--- src/rtl/cpu_execute_dispatch_pkg.sv ---
// cpu_execute_dispatch_pkg
// Shared encodings for the execute-stage dispatch sequencer:
//   - TagSize      : default instruction tag width
//   - Unit*        : target execute unit encodings carried on i_unit / o_sel
//   - St*          : dispatch FSM state encodings
//   - unit_onehot  : unit code -> one-hot request vector (illegal -> none)
//   - unit_ready   : selects the ready pulse of the given unit
package cpu_execute_dispatch_pkg;

  localparam int unsigned TagSize = 4;

  localparam logic [1:0] UnitIb      = 2'd0;
  localparam logic [1:0] UnitCsr     = 2'd1;
  localparam logic [1:0] UnitMuldiv  = 2'd2;
  localparam logic [1:0] UnitIllegal = 2'd3;

  localparam logic [1:0] StIdle  = 2'd0;
  localparam logic [1:0] StWait  = 2'd1;
  localparam logic [1:0] StDrain = 2'd2;

  function automatic logic [2:0] unit_onehot(input logic [1:0] unit);
    logic [2:0] oh;
    oh = 3'b000;
    case (unit)
      UnitIb:     oh = 3'b001;
      UnitCsr:    oh = 3'b010;
      UnitMuldiv: oh = 3'b100;
      default:    oh = 3'b000;
    endcase
    return oh;
  endfunction

  // Only the selected unit's ready counts; the illegal code never matches.
  function automatic logic unit_ready(input logic [2:0] ready, input logic [1:0] sel);
    logic r;
    r = 1'b0;
    case (sel)
      UnitIb:     r = ready[0];
      UnitCsr:    r = ready[1];
      UnitMuldiv: r = ready[2];
      default:    r = 1'b0;
    endcase
    return r;
  endfunction

endpackage

--- src/rtl/cpu_execute_dispatch.sv ---
// cpu_execute_dispatch
// Tag-driven execute-stage sequencer. A tag change from decode (while idle, not stalled and
// not flushed) issues a one-cycle request to one execute unit, then waits for that unit's
// ready pulse, retires the tag and holds the result-mux select. Flush discards the in-flight
// result (draining the unit first if it has not answered); a watchdog retires a stuck
// instruction after TIMEOUT cycles.
// Ports:
//   i_reset        sync active-high reset      i_clock   clock
//   i_stall        blocks new dispatch only    i_flush   discard in-flight result
//   i_tag          decode instruction tag      i_unit    target unit (3 = illegal)
//   i_unit_ready   one-hot ready [IB,CSR,MULDIV]
//   o_unit_request one-hot request pulse       o_sel     result mux select
//   o_tag          last retired tag            o_done    result valid pulse
//   o_illegal      illegal dispatch pulse      o_timeout watchdog pulse
//   o_busy         WAIT or DRAIN (combinational state decode)
module cpu_execute_dispatch
  import cpu_execute_dispatch_pkg::*;
#(
  // Must match TagSize used by the rest of the pipeline.
  parameter int unsigned TAG_WIDTH = TagSize,
  // Legal range 2..255.
  parameter int unsigned TIMEOUT   = 64
) (
  input  logic                 i_reset,
  input  logic                 i_clock,
  input  logic                 i_stall,
  input  logic                 i_flush,
  input  logic [TAG_WIDTH-1:0] i_tag,
  input  logic [1:0]           i_unit,
  input  logic [2:0]           i_unit_ready,
  output logic [2:0]           o_unit_request,
  output logic [1:0]           o_sel,
  output logic [TAG_WIDTH-1:0] o_tag,
  output logic                 o_done,
  output logic                 o_illegal,
  output logic                 o_timeout,
  output logic                 o_busy
);

  localparam logic [7:0] CntLast = 8'(TIMEOUT - 1);

  logic [1:0]           state_q, state_d;
  logic [TAG_WIDTH-1:0] tag_q, tag_d;
  logic [TAG_WIDTH-1:0] pend_tag_q, pend_tag_d;
  logic [1:0]           sel_q, sel_d;
  logic [7:0]           cnt_q, cnt_d;
  logic [2:0]           req_q, req_d;
  logic                 done_q, done_d;
  logic                 illegal_q, illegal_d;
  logic                 timeout_q, timeout_d;

  logic                 is_new;
  logic                 ready_sel;
  logic                 wd_fire;
  logic [7:0]           cnt_inc;

  assign is_new    = !i_stall && !i_flush && (i_tag != tag_q);
  assign ready_sel = unit_ready(i_unit_ready, sel_q);
  assign wd_fire   = (cnt_q == CntLast);
  assign cnt_inc   = (cnt_q == 8'hFF) ? cnt_q : cnt_q + 8'd1;

  always_comb begin
    state_d    = state_q;
    tag_d      = tag_q;
    pend_tag_d = pend_tag_q;
    sel_d      = sel_q;
    cnt_d      = cnt_q;
    req_d      = 3'b000;
    done_d     = 1'b0;
    illegal_d  = 1'b0;
    timeout_d  = 1'b0;

    case (state_q)
      StIdle: begin
        if (is_new) begin
          if (i_unit == UnitIllegal) begin
            // Retire immediately so the same tag is not flagged again.
            tag_d     = i_tag;
            illegal_d = 1'b1;
          end else begin
            req_d      = unit_onehot(i_unit);
            pend_tag_d = i_tag;
            sel_d      = i_unit;
            cnt_d      = 8'd0;
            state_d    = StWait;
          end
        end
      end
      StWait: begin
        cnt_d = cnt_inc;
        if (ready_sel) begin
          // Flush in the same cycle suppresses commit but still retires the tag.
          tag_d   = pend_tag_q;
          done_d  = !i_flush;
          state_d = StIdle;
        end else if (i_flush) begin
          state_d = StDrain;
        end else if (wd_fire) begin
          tag_d     = pend_tag_q;
          timeout_d = 1'b1;
          state_d   = StIdle;
        end
      end
      StDrain: begin
        // The unit still owes a ready pulse; absorb it before accepting new work.
        cnt_d = cnt_inc;
        if (ready_sel) begin
          tag_d   = pend_tag_q;
          state_d = StIdle;
        end else if (wd_fire) begin
          tag_d     = pend_tag_q;
          timeout_d = 1'b1;
          state_d   = StIdle;
        end
      end
      default: begin
        state_d = StIdle;
      end
    endcase
  end

  always_ff @(posedge i_clock) begin
    if (i_reset) begin
      state_q    <= StIdle;
      tag_q      <= '0;
      pend_tag_q <= '0;
      sel_q      <= UnitIb;
      cnt_q      <= 8'd0;
      req_q      <= 3'b000;
      done_q     <= 1'b0;
      illegal_q  <= 1'b0;
      timeout_q  <= 1'b0;
    end else begin
      state_q    <= state_d;
      tag_q      <= tag_d;
      pend_tag_q <= pend_tag_d;
      sel_q      <= sel_d;
      cnt_q      <= cnt_d;
      req_q      <= req_d;
      done_q     <= done_d;
      illegal_q  <= illegal_d;
      timeout_q  <= timeout_d;
    end
  end

  assign o_unit_request = req_q;
  assign o_sel          = sel_q;
  assign o_tag          = tag_q;
  assign o_done         = done_q;
  assign o_illegal      = illegal_q;
  assign o_timeout      = timeout_q;
  assign o_busy         = (state_q != StIdle);

endmodule

--- config.mk ---
export PLATFORM = sky130hd
export DESIGN_NAME = cpu_execute_dispatch
export DESIGN_NICKNAME = d
export VERILOG_FILES = /design/src/rtl/cpu_execute_dispatch_pkg.sv /design/src/rtl/cpu_execute_dispatch.sv
export SDC_FILE = /design/constraint.sdc
export NUM_CORES = 1
export LEC_CHECK = 0
export ABC_AREA = 1
export CELL_PAD_IN_SITES_DETAIL_PLACEMENT = 0
export CELL_PAD_IN_SITES_GLOBAL_PLACEMENT = 2
export CORE_ASPECT_RATIO = 1.75
export CORE_MARGIN = 8
export CORE_UTILIZATION = 25
export DETAILED_ROUTE_END_ITERATION = 7
export HOLD_SLACK_MARGIN = 0.15
export PLACE_DENSITY = 0.84
export SLEW_MARGIN = 30
export SYNTH_ARGS = -nofsm -noshare
export SYNTH_HDL_FRONTEND = slang
export SYNTH_SLANG_ARGS = --single-unit
--- constraint.sdc ---
create_clock -name i_clock -period 1.7 [get_ports i_clock]
set_input_delay 0.34 -clock i_clock [delete_from_list [all_inputs] [get_ports i_clock]]
set_output_delay 0.34 -clock i_clock [all_outputs]
set_load 0.005 [all_outputs]
# Word level (Yosys, flattened, before mapping)
# Cells that the tools add are included.
totals:
  word_cells: 74
  output_inout_bits: 13
  in_bits: 13
  reg_bits: 26
op_classes:
  add_sub_neg: 1
  mux: 26
  n_eq_ne: 15
  n_bitwise: 5
  n_reduce_logical: 18
op_table:
  columns: ["operator", "n"]
  rows:
  - ["4-bit two-way mux", 6]
  - ["8-bit two-way mux", 3]
  - ["8-bit case mux with 2 select lines", 1]
  - ["2-bit two-way mux", 6]
  - ["4-bit case mux with 3 select lines", 1]
  - ["3-bit case mux with 3 select lines", 1]
  - ["8-bit by 1-bit adder with 8-bit output, second input constant", 1]
  - ["2-bit equality test, second input constant", 4]
  - ["8-bit by 6-bit equality test with 1-bit output, second input constant", 1]
  - ["8-bit equality test, second input constant", 1]
  - ["2-bit != test, second input constant", 4]
  - ["4-bit AND reduction", 2]
  - ["2-bit by 1-bit equality test with 1-bit output, second input constant", 3]
  - ["2-bit zero test", 3]
  - ["2-bit case mux with 3 select lines", 1]
  - ["3-bit OR reduction", 2]
  - ["1-bit two-way mux", 5]
  - ["1-bit NOT", 5]
  - ["4-bit != test", 1]
  - ["2-bit nonzero test", 2]
  - ["4-bit OR reduction", 1]
  - ["3-bit != test, second input constant", 1]
  - ["1-bit case mux with 3 select lines", 1]
  - ["3-bit AND reduction", 1]
  - ["6 further kinds", 8]

# Logic depth before layout (Yosys ltp)
# Gate-level depths: netlist (run 1).
logic_depth:
  depth_word: 5
  depth_mapped: 11
  mapped_depth_nobuf: 11

# Worst setup path before layout (run 1)
# Ideal clock, no wire load.
synth_timing:
  path_type: "reg-to-reg"
  start: "reg state_q[0]"
  end: "reg cnt_q[5]"
  arrival_ps: 1504
  path_stages_with_launch: 8
  period_less_slack_ps: 1637
  path_buffers: 1
  required_time_ps: 1568
  setup_slack_ps: 63
  setup_time_ps: 132
  path_cell_list: "dfxtp_1 inv_1 ha_1 buf_2 a31oi_2 nand2_4 nand2_1 a21oi_1"
synth_between:
  elab_chain_cells: 4
  word_cells_on_any_way: 10
  classes_between: "eq/ne (5); mux (1); reduce/logical (4)"
synth_rtl:
  columns: ["item", "line_no", "rtl"]
  rows:
  - ["start: declaration", "cpu_execute_dispatch.sv:42", "logic [1:0] state_q, state_d;"]
  - ["start signal: assignment", "cpu_execute_dispatch.sv:124", "state_q <= StIdle;"]
  - ["start signal: assignment", "cpu_execute_dispatch.sv:134", "state_q <= state_d;"]
  - ["2-bit equality test or 2-bit by 1-bit equality test with 1-bit output (tied branches)", "cpu_execute_dispatch.sv:73", "case (state_q)"]
  - ["2-bit OR reduction (no source line)", null, null]
  - ["2-bit != test (no source line) or 2-bit nonzero test (tied branches)", null, null]
  - ["4-bit AND reduction (no source line)", null, null]
  - ["end signal: assignment", "cpu_execute_dispatch.sv:138", "cnt_q <= cnt_d;"]
  - ["end: declaration", "cpu_execute_dispatch.sv:46", "logic [7:0] cnt_q, cnt_d;"]
# Parallel ways exist; a longest one is shown, timed or not.
# A chain may end at the register's enable or synchronous reset.

# Worst setup path after layout (run 1)
layout_timing:
  start: "in i_tag[3]"
  end: "reg cnt_q[3]"
layout_between:
  elab_chain_cells: 4
layout_rtl:
  columns: ["item", "line_no", "rtl"]
  rows:
  - ["start: declaration", "cpu_execute_dispatch.sv:28", "input logic [TAG_WIDTH-1:0] i_tag,"]
  - ["4-bit != test", "cpu_execute_dispatch.sv:57", "assign is_new = !i_stall && !i_flush && (i_tag != tag_q);"]
  - ["1-bit logical AND", "cpu_execute_dispatch.sv:57", null]
  - ["2-bit != test (no source line)", null, null]
  - ["4-bit AND reduction (no source line)", null, null]
# Every way passes these cells.

==> results of run 1 <==
-- worst max-delay path by stage --
stage                            start                    endpoint  slack [ns]  cells after the start
2_1_floorplan  state_q[0]$_SDFFE_PP0P_       cnt_q[5]$_SDFFE_PP0P_        0.06                      7
3_3_place_gp                  i_tag[0]  pend_tag_q[3]$_SDFFE_PP0P_       -0.29                     11
3_5_place_dp                  i_tag[0]  pend_tag_q[3]$_SDFFE_PP0P_       -0.26                     11
4_1_cts                       i_tag[0]       o_sel[1]$_SDFFE_PP0P_        0.03                     11
5_1_grt                       i_tag[1]       cnt_q[6]$_SDFFE_PP0P_       0.009                     11
6_report                      i_tag[3]       cnt_q[3]$_SDFFE_PP0P_        0.11                     11
-- sequential cells by signal, indices dropped and copies added, names as in the netlist --
name,count
cnt_q,8
o_done,1
o_illegal,1
o_sel,2
o_tag,4
o_timeout,1
o_unit_request,3
pend_tag_q,4
state_q,2
-- critical path: stages --
cell and delay, ns:
clkdlybuf4s50_1 0.51, inv_1 0.07, nand2_1 0.06, nand2_1 0.05
nor2_1 0.13, nand2_2 0.11, nand3_4 0.11, nand2_4 0.11
nand2_4 0.12, nand2_1 0.06, a21oi_1 0.13
-- power groups by stage --
stage / registers (W) / clock network, W / logic (W)
after CTS: 0.000693 / 0.000428 / 0.000591
after global routing: 0.000702 / 0.000457 / 0.000694
after floorplan: 0.000706 / 0 / 0.000319
after detailed placement: 0.000707 / 0 / 0.000592
final: 0.000692 / 0.000418 / 0.000617
after global placement: 0.000707 / 0 / 0.000591
-- routing by layer --
metal  share of wire  vias up  GRT usage  wire (µm)
li1                -      846          -          -
met1            0.37      696     0.0931       1500
met2            0.58       28      0.195       2370
met3           0.040        6     0.0151        163
met4           0.016        0     0.0309         65
met5               0        -          0          0
-- Yosys cell counts, types with 2 or more instances --
library cell,count
inv_1,32
nand2_2,4
dfxtp_1,26
o21ai_0,9
a21oi_1,14
clkbuf_1,2
nor2_2,3
nor3b_1,2
nor2_1,29
ha_1,5
nand2_1,62
inv_2,3
nor3_1,3
buf_2,3
nand3_1,25
nand3_2,2
-- kinds of logic after synthesis --
logic type	share of synthesized area
buf+inv	0.111
flops	0.344
simple gates	0.405
xor+xnor	0.00578
compound gates	0.0933
fa+ha+maj	0.0413
-- metrics by stage --
step,setup slack (ns),util,setup TNS (ns),cells,hold slack [ns]
5_1_grt,0.00901,0.367,0,368,0.508
4_1_cts,0.0288,0.360,0,368,0.492
3_3_place_gp,-0.294,0.351,-3.88,364,0.467
2_1_floorplan,0.0633,-,0,236,0.418
3_5_place_dp,-0.263,0.351,-3.95,364,0.477
6_report,0.112,0.367,0,368,0.495
-- final cells by class --
| cell class | count | area [µm²] |
|---|---|---|
| clock buffer | 4 | 55.1 |
| tap | 78 | 97.6 |
| fill | 655 | 3720 |
| timing repair buffer | 56 | 482 |
| sequential | 26 | 520 |
| inverter | 36 | 135 |
| multi-input combinational | 168 | 866 |
-- repair_timing --
action,4_1_cts,5_1_grt
pin swaps,0,1
hold buffers,0,0
resized for setup,1,8
setup endpoints to repair,1,19
==> metrics, run 1 <==
Clock power frac=0.242; crit share post-route=0.934; fin area=0.00216 mm²; Comb pwr share=0.357; TritonCTS Buffers=3; wire per inst=11.1 µm; Register-to-Register Path Depth=10; FF-to-FF setup slack=0.16 ns; reg2reg start=state_q[1]$_SDFFE_PP0P_; Top-Level Pins=26; final wirelength=4100 µm; WP data arrival=approximately 1.8 ns; pin count of the biggest net entering global routing=15; Critical Path RT=1.91 ns; Post-synth EDFFs=0; number of I/O port buffers=25; Initial DRT Pass Iterations=4; asr flop ratio synth=0; vias in the first global route=1,513; Bufs on Longest Clock Path=2; vias per cell=4.28; max-slew violations=0; Hold Path Class=reg2reg; root buffer cell=clkbuf_8; dpl hpwl=3350 µm; Leak=slightly below 1 nW; startpoint type of the worst setup path=primary input; GRT Overall Usage=0.0978; status=complete, no violations; syn_nets=254; RSZ-0062 raised after global routing=false; Most used DFF post-synth=dfxtp_1; die width=about 75 µm; synth unique cells=28; Worst VDD drop=slightly above 300 µV; final hold viol count=0; number of setup buffers added after CTS=0; post-synthesis sequential area ratio=0.344; grt ovf=0; Synth Instances=236; Cell Area, Synth=0.00152 mm²; CTS tree=built; CORE AREA=0.00588 mm²; initial antenna violation count=0; P_int=0.00116 W; final RePlAce weighted congestion=0.787; hold path depth=2; hold path endpoint=cnt_q[7]$_SDFFE_PP0P_; row count=37; vias=1,576; placed cell area=just over 0.002 mm²; Max-cap violations=0; Die Footprint=0.00891 mm²; syn_area_per_cell=6.42 µm²; final setup fails=0; H-tree depth=1; Slew headroom=0.741; synthesis-to-finish area growth=42.3%; diode count=0; first-pass GRT wire length=6880 µm; crit end category=flip-flop; Post-DRT Antenna Nets=0; die height=119 µm; ratio of cells with drive above 1 in the final layout=0.186; CTS clk-pin slew, worst paths=0.10 ns; Iteration-0 DRC Markers=98; actual slew at the worst max-slew pin=0.389 ns; reg2reg end=cnt_q[1]$_SDFFE_PP0P_; Achievable Freq=630 MHz; Worst Min Path Start=cnt_q[7]$_SDFFE_PP0P_; switching share of power=0.331; Critical Path Fanout Max=11; CP Class=in2reg; clock latency on the worst-skew pair=0.27 ns; synth warn=0; Yosys top cell by area=dfxtp_1; # clock sinks=26; part of the power in registers=0.400; number of remaining DRC errors=0; Synth top area share=0.344; power density over the cells=around 800 mW/mm²; post-synthesis register bit count=26; Final nets=309; Worst Skew=about 0.0043 ns; commonest non-fill, non-tap cell in the layout=nand2_1; Tot Pwr=0.00173 W; switching pwr=0.000571 W; commonest non-fill, non-tap cells in the layout=61 x nand2_1, 32 x inv_1, 31 x buf_4, 28 x nor2_1, 26 x dfxtp_1; synth top area cells=dfxtp_1 34%, nand2_1 15%, nand3_1 8.3%; initial core utilization=0.258; Tmin final=between 1.5 and 2 ns
Power figures use the tool's default switching activity.
==> run 2, diff against run 1 <==
--- a/config.mk
+++ b/config.mk
@@ -14,6 +14,7 @@
 export DETAILED_ROUTE_END_ITERATION = 7
 export HOLD_SLACK_MARGIN = 0.15
 export PLACE_DENSITY = 0.84
+export SETUP_SLACK_MARGIN = 0.15
 export SLEW_MARGIN = 30
 export SYNTH_ARGS = -nofsm -noshare
 export SYNTH_HDL_FRONTEND = slang
==> run 2 against run 1 <==
Combinational power increased by 12%. Final area increased by 2.4%. Non-clock buffer count decreased by 2. Final cell count decreased by 0.82%. Via count increased by 0.63%. Register-to-register slack improved by 0.09 ns. Critical endpoint is now o_tag[1]. Core utilization increased by 0.87 points.
==> metrics, run 2 (synthesis results as in run 1) <==
grt ovf=0 (unchanged); clock latency on the worst-skew pair=0.27 ns (about the same); status=complete, no violations; die width=74.9 µm (unchanged); Register-to-Register Path Depth=11 (+1); Worst Skew=0.00205 ns (-0.00224 ns); crit-path cells=clkdlybuf4s50_1; first-pass GRT wire length=7140 µm (+3.8%); RSZ-0062 raised after global routing=true; Reg with most FFs=cnt_q; crit end category=primary output; startpoint type of the worst setup path=flip-flop; commonest non-fill, non-tap cells in the layout=58 x nand2_1, 30 x inv_1, 27 x buf_4, 25 x nor2_1, 25 x nand3_1; Worst Min Path Start=i_tag[2]; vias per cell=4.35 (+1.5%); Largest register FFs=8 (unchanged); pin count of the biggest net entering global routing=14 (-1); final RePlAce weighted congestion=0.748 (-4.9%); Post-DRT Antenna Nets=0 (unchanged); Top-Level Pins=26 (unchanged); Achievable Freq=670 MHz (+6.5%); final wirelength=4290 µm (+4.7%); CP Class=reg2out; row count=37 (unchanged); Max-cap violations=0 (unchanged); initial antenna violation count=0 (unchanged); TritonCTS Buffers=3 (unchanged); diode count=0 (unchanged); number of buffers and inverters on the critical path=1 (-1); Iteration-0 DRC Markers=44 (-55%); max-slew violations=0 (unchanged); WP data arrival=1.15 ns (-0.65 ns); vias=1,586 (+0.63%); number of I/O port buffers=25 (unchanged); P_int=0.00115 W (-0.50%); crit share post-route=0.877 (-0.0567); Slew headroom=0.772 (+0.0315); Comb pwr share=0.395 (+0.038); Leak=0.999 nW (+2.4%); number of remaining DRC errors=0 (unchanged); pre-CTS setup slack=-0.236 ns (+0.0263 ns); hold buffer count at CTS=0 (unchanged); Hold Path Class=in2reg; power density over the cells=789 mW/mm² (-1.6%); Setup crit start=o_tag[1]$_SDFFE_PP0P_; final hold viol count=0 (unchanged); CTS clk-pin slew, worst paths=0.09 ns (about the same); Worst path max stage delay=0.52 ns (about the same); reg2reg start=state_q[0]$_SDFFE_PP0P_; Critical Path RT=1.36 ns (-0.55 ns); switching share of power=0.339 (+0.00852); part of the power in registers=0.401 (about the same); Die Footprint=0.00891 mm² (unchanged); CP Depth=1 (-10); commonest non-fill, non-tap cell in the layout=nand2_1; Clock power frac=0.204 (-0.038); Bufs on Longest Clock Path=2 (unchanged); CTS tree=built; wire per inst=11.7 µm (+5.6%); # clock sinks=26 (unchanged); hold path depth=4 (+2); Critical Path Fanout Max=4 (-7); GRT Overall Usage=0.101 (+0.00282); vias in the first global route=1,633 (+7.9%); slowest cell on the critical path=clkdlybuf4s50_1; Final Worst Setup Slack=0.208 ns (+0.0963 ns); synthesis-to-finish area growth=45.7%; root buffer cell=clkbuf_8; area of the multi-input gates=901 µm² (+4.0%); final hold slack=0.471 ns (-0.0234 ns); Tmin final=1.49 ns (-0.0963 ns); ratio of cells with drive above 1 in the final layout=0.237 (+0.0507); CORE AREA=0.00588 mm² (unchanged); crit-path leading delay family=buffers and inverters; Worst VDD drop=306 µV (-0.73%); actual slew at the worst max-slew pin=0.333 ns (-0.0554 ns); Fillers=652 (-0.46%); Initial DRT Pass Iterations=4 (unchanged); Tot Pwr=0.00174 W (+0.79%); initial core utilization=0.258 (unchanged); dpl hpwl=3450 µm (+3.1%); Final nets=307 (-0.65%); final setup fails=0 (unchanged); switching pwr=0.000591 W (+3.4%); H-tree depth=1 (unchanged); die height=119 µm (unchanged); Reg area=532 µm² (+2.2%)
run 2: cell types whose count changed in the layout (fill, tap and decap cells not counted), sizes merged:
cell           previous run  this run
clkdlybuf4s50            24        20
buf                      31        28
dlygate4sd2               1         3
dlymetal6s2s              0         2
run 2: final timing paths:
| kind | endpoint | slack (ns) |
|---|---|---|
| max | o_tag[1] | 0.21 |
| min | pend_tag_q[2]$_SDFFE_PP0P_ | 0.47 |
| max reg2reg | o_tag[0]$_SDFFE_PP0P_ | 0.25 |
| min reg2reg | cnt_q[7]$_SDFFE_PP0P_ | 0.48 |
run 2: stage by stage:
| step | setup TNS (ns) | cells | instance area (µm²) | util |
|---|---|---|---|---|
| after floorplan | 0 | 236 | 1530 | - |
| after global placement | -3.52 | 360 | 2040 | 0.347 |
| after detailed placement | -4.03 | 360 | 2040 | 0.347 |
| after CTS | 0 | 364 | 2140 | 0.363 |
| after global routing | 0 | 365 | 2210 | 0.375 |
| final | 0 | 365 | 2210 | 0.375 |
run 2: power by group through the flow:
stage | Sequential (W) | Combinational (W) | Clock [W]
6_report | 0.000698 | 0.000688 | 0.000356
5_1_grt | 0.000706 | 0.000770 | 0.000387
4_1_cts | 0.000696 | 0.000642 | 0.000365
3_5_place_dp | 0.000708 | 0.000596 | 0
3_3_place_gp | 0.000709 | 0.000597 | 0
2_1_floorplan | 0.000706 | 0.000327 | 0
run 2: repair_timing:
item / CTS / global route
gates cloned: 0 / 1
setup endpoints to repair: 25 / 22
resized for setup: 12 / 19
pin swaps: 2 / 6
setup buffers: 1 / 0
run 2: metal layers:
layer	vias to the layer above	GRT usage	routed length [µm]
met5	-	0	0
met4	0	0.0358	40
met3	2	0.0160	145
met2	14	0.200	2520
met1	725	0.0941	1580
li1	845	-	-
run 2: area by class of cell:
class,instances,area share
flip-flops and latches,26,0.241
clock buffers,3,0.0187
repair buffers,54,0.226
well taps,78,0.0442
inverters,36,0.0618
multi-input cells,168,0.408
run 2: tightest hold or removal path, delay by kind of cell:
kind / cells / cell delay (ns)
AND/OR/NAND/NOR: 2 / 0.12
buffers and inverters: 2 / 0.24
==> run 3, diff against run 2 <==
--- a/config.mk
+++ b/config.mk
@@ -13,7 +13,7 @@
 export CORE_UTILIZATION = 25
 export DETAILED_ROUTE_END_ITERATION = 7
 export HOLD_SLACK_MARGIN = 0.15
-export PLACE_DENSITY = 0.84
+export PLACE_DENSITY_LB_ADDON = 0.3
 export SETUP_SLACK_MARGIN = 0.15
 export SLEW_MARGIN = 30
 export SYNTH_ARGS = -nofsm -noshare
==> run 3 against run 2 <==
Sequential share of layout area decreased by 1.5 points. Core utilization increased by 2.4 points. Clock power increased by 14%. Critical path depth unchanged. Sequential cell count unchanged. Maximum frequency decreased by 0.48%. First-iteration DRC count decreased by 34%. Power increased by 9.2%. Clock skew about the same. Final cell count increased by 1.4%. Critical path type unchanged. Largest cell class unchanged. Largest power group is now combinational cells.
==> metrics, run 3 (synthesis results as in run 1) <==
status=complete, no violations; H-tree depth=1 (unchanged); Register-to-Register Path Depth=9 (-2); final hold viol count=0 (unchanged); reg2reg start=state_q[1]$_SDFFE_PP0P_; crit end category=primary output; Met3 Routed Length=146 µm (+0.69%); final hold slack=0.369 ns (-0.102 ns); reg2reg end=cnt_q[1]$_SDFFE_PP0P_; Slew headroom=0.732 (-0.0401); startpoint type of the worst setup path=flip-flop; commonest non-fill, non-tap cells in the layout=58 x nand2_1, 30 x inv_1, 26 x buf_4, 25 x nor2_1, 24 x nand3_1; wire per inst=11.9 µm (+1.5%); hold buffer count at CTS=0 (unchanged); die height=119 µm (unchanged); commonest non-fill, non-tap cell in the layout=nand2_1; diode count=0 (unchanged); row count=37 (unchanged); max-slew violations=0 (unchanged); ratio of cells with drive above 1 in the final layout=0.277 (+0.0405); Worst VDD drop=281 µV (-8.2%); TritonCTS Buffers=3 (unchanged); hold path depth=3 (-1); actual slew at the worst max-slew pin=0.402 ns (+0.0683 ns); CTS clk-pin slew, worst paths=0.09 ns (about the same); Reg with most FFs=cnt_q; WP data arrival=1.16 ns (about the same); crit-path leading delay family=buffers and inverters; vias per cell=4.31 (-0.73%); met2 wire len=2550 µm (+1.2%); GRT Overall Usage=0.100 (-0.000597); Max-cap violations=0 (unchanged); hold path endpoint=pend_tag_q[3]$_SDFFE_PP0P_; Bufs on Longest Clock Path=2 (unchanged); Leak=1.06 nW (+5.8%); final setup fails=0 (unchanged); max layer used=met4; final wirelength=4410 µm (+2.9%); CORE AREA=0.00588 mm² (unchanged); Critical Path RT=1.36 ns (about the same); final RePlAce weighted congestion=0.756 (+1.2%); Post-DRT Antenna Nets=0 (unchanged); Top-Level Pins=26 (unchanged); die width=74.9 µm (unchanged); root buffer cell=clkbuf_8; grt ovf=0 (unchanged); number of remaining DRC errors=0 (unchanged); Largest register FFs=8 (unchanged); initial antenna violation count=0 (unchanged); Hold Path Class=in2reg; # clock sinks=26 (unchanged); FF-to-FF setup slack=0.20 ns (-0.05 ns); initial core utilization=0.258 (unchanged); Iteration-0 DRC Markers=29 (-34%); pin count of the biggest net entering global routing=15 (+1); crit-path cells=clkdlybuf4s50_1; clock latency on the worst-skew pair=0.27 ns (about the same); Tmin final=1.50 ns (+0.00722 ns); M1 WL=1670 µm (+6.0%); Tot Pwr=0.00190 W (+9.2%); Worst Min Path Start=i_tag[3]; dpl hpwl=3410 µm (-1.1%); Initial DRT Pass Iterations=4 (unchanged); power density over the cells=809 mW/mm² (+2.5%); Worst path max stage delay=0.52 ns (about the same); vias=1,596 (+0.63%); Setup TNS Final=0 ns (unchanged); number of I/O port buffers=25 (unchanged); vias in the first global route=1,590 (-2.6%); Critical Path Fanout Max=4 (unchanged); slowest cell on the critical path=clkdlybuf4s50_1; CTS tree=built; synthesis-to-finish area growth=55.2%; Die Footprint=0.00891 mm² (unchanged); RSZ-0062 raised after global routing=true; number of buffers and inverters on the critical path=1 (unchanged); crit share post-route=0.882 (+0.00424); Worst Skew=0.00180 ns (-0.000252 ns); Final nets=311 (+1.3%); first-pass GRT wire length=7090 µm (-0.77%); CP Class=reg2out; Achievable Freq=667 MHz (-0.48%)
[run 3: power breakdown]
group | leakage [nW] | internal (W) | switching (W)
clock network | 0.0288 | 0.000207 | 0.000200
logic | 0.813 | 0.000392 | 0.000395
registers | 0.215 | 0.000665 | 0.0000427
total | 1.06 | 0.00126 | 0.000637
[run 3: worst min-delay path: stages]
cell	delay (ns)
dlymetal6s2s_1	0.12
nor2_1	0.06
nor2_1	0.09
[run 3: final cells by class]
cell class / count / area [µm²]
inverter: 36 / 136
sequential: 26 / 532
fill: 655 / 3530
tap: 78 / 97.6
multi-input combinational: 169 / 973
clock buffer: 4 / 55.1
timing repair buffer: 57 / 557
[run 3: what timing repair did]
action,4_1_cts,5_1_grt
cloned,0,2
setup endpoints to repair,19,22
gates resized for setup,13,37
buffers inserted,1,5
pin swaps,4,11
[run 3: worst max-delay path by stage]
stage                                       start               endpoint  slack, ns  cells past startpoint
after CTS                                i_tag[3]  cnt_q[2]$_SDFFE_PP0P_       0.14                     11
final                       o_tag[1]$_SDFFE_PP0P_               o_tag[1]       0.20                      1
after global routing      state_q[1]$_SDFFE_PP0P_  cnt_q[1]$_SDFFE_PP0P_       0.09                     10
after global placement                   i_tag[1]  cnt_q[1]$_SDFFE_PP0P_      -0.21                     12
after detailed placement                 i_tag[0]  cnt_q[1]$_SDFFE_PP0P_      -0.22                     12
after floorplan           state_q[0]$_SDFFE_PP0P_  o_tag[0]$_SDFFE_PP0P_       0.16                     10
[run 3: stage by stage]
stage,setup WS (ns),std cells,cell area [µm²],utilization
after floorplan,0.156,236,1530,-
after detailed placement,-0.216,358,2030,0.345
after global routing,0.0889,370,2350,0.400
final,0.201,370,2350,0.400
after global placement,-0.212,358,2030,0.345
after CTS,0.137,363,2140,0.364
[run 3: metal layers]
metal | vias to the layer above | global-route usage
met5 | - | 0
met4 | 0 | 0.0296
met3 | 2 | 0.0151
met2 | 18 | 0.195
met1 | 721 | 0.100
li1 | 855 | -
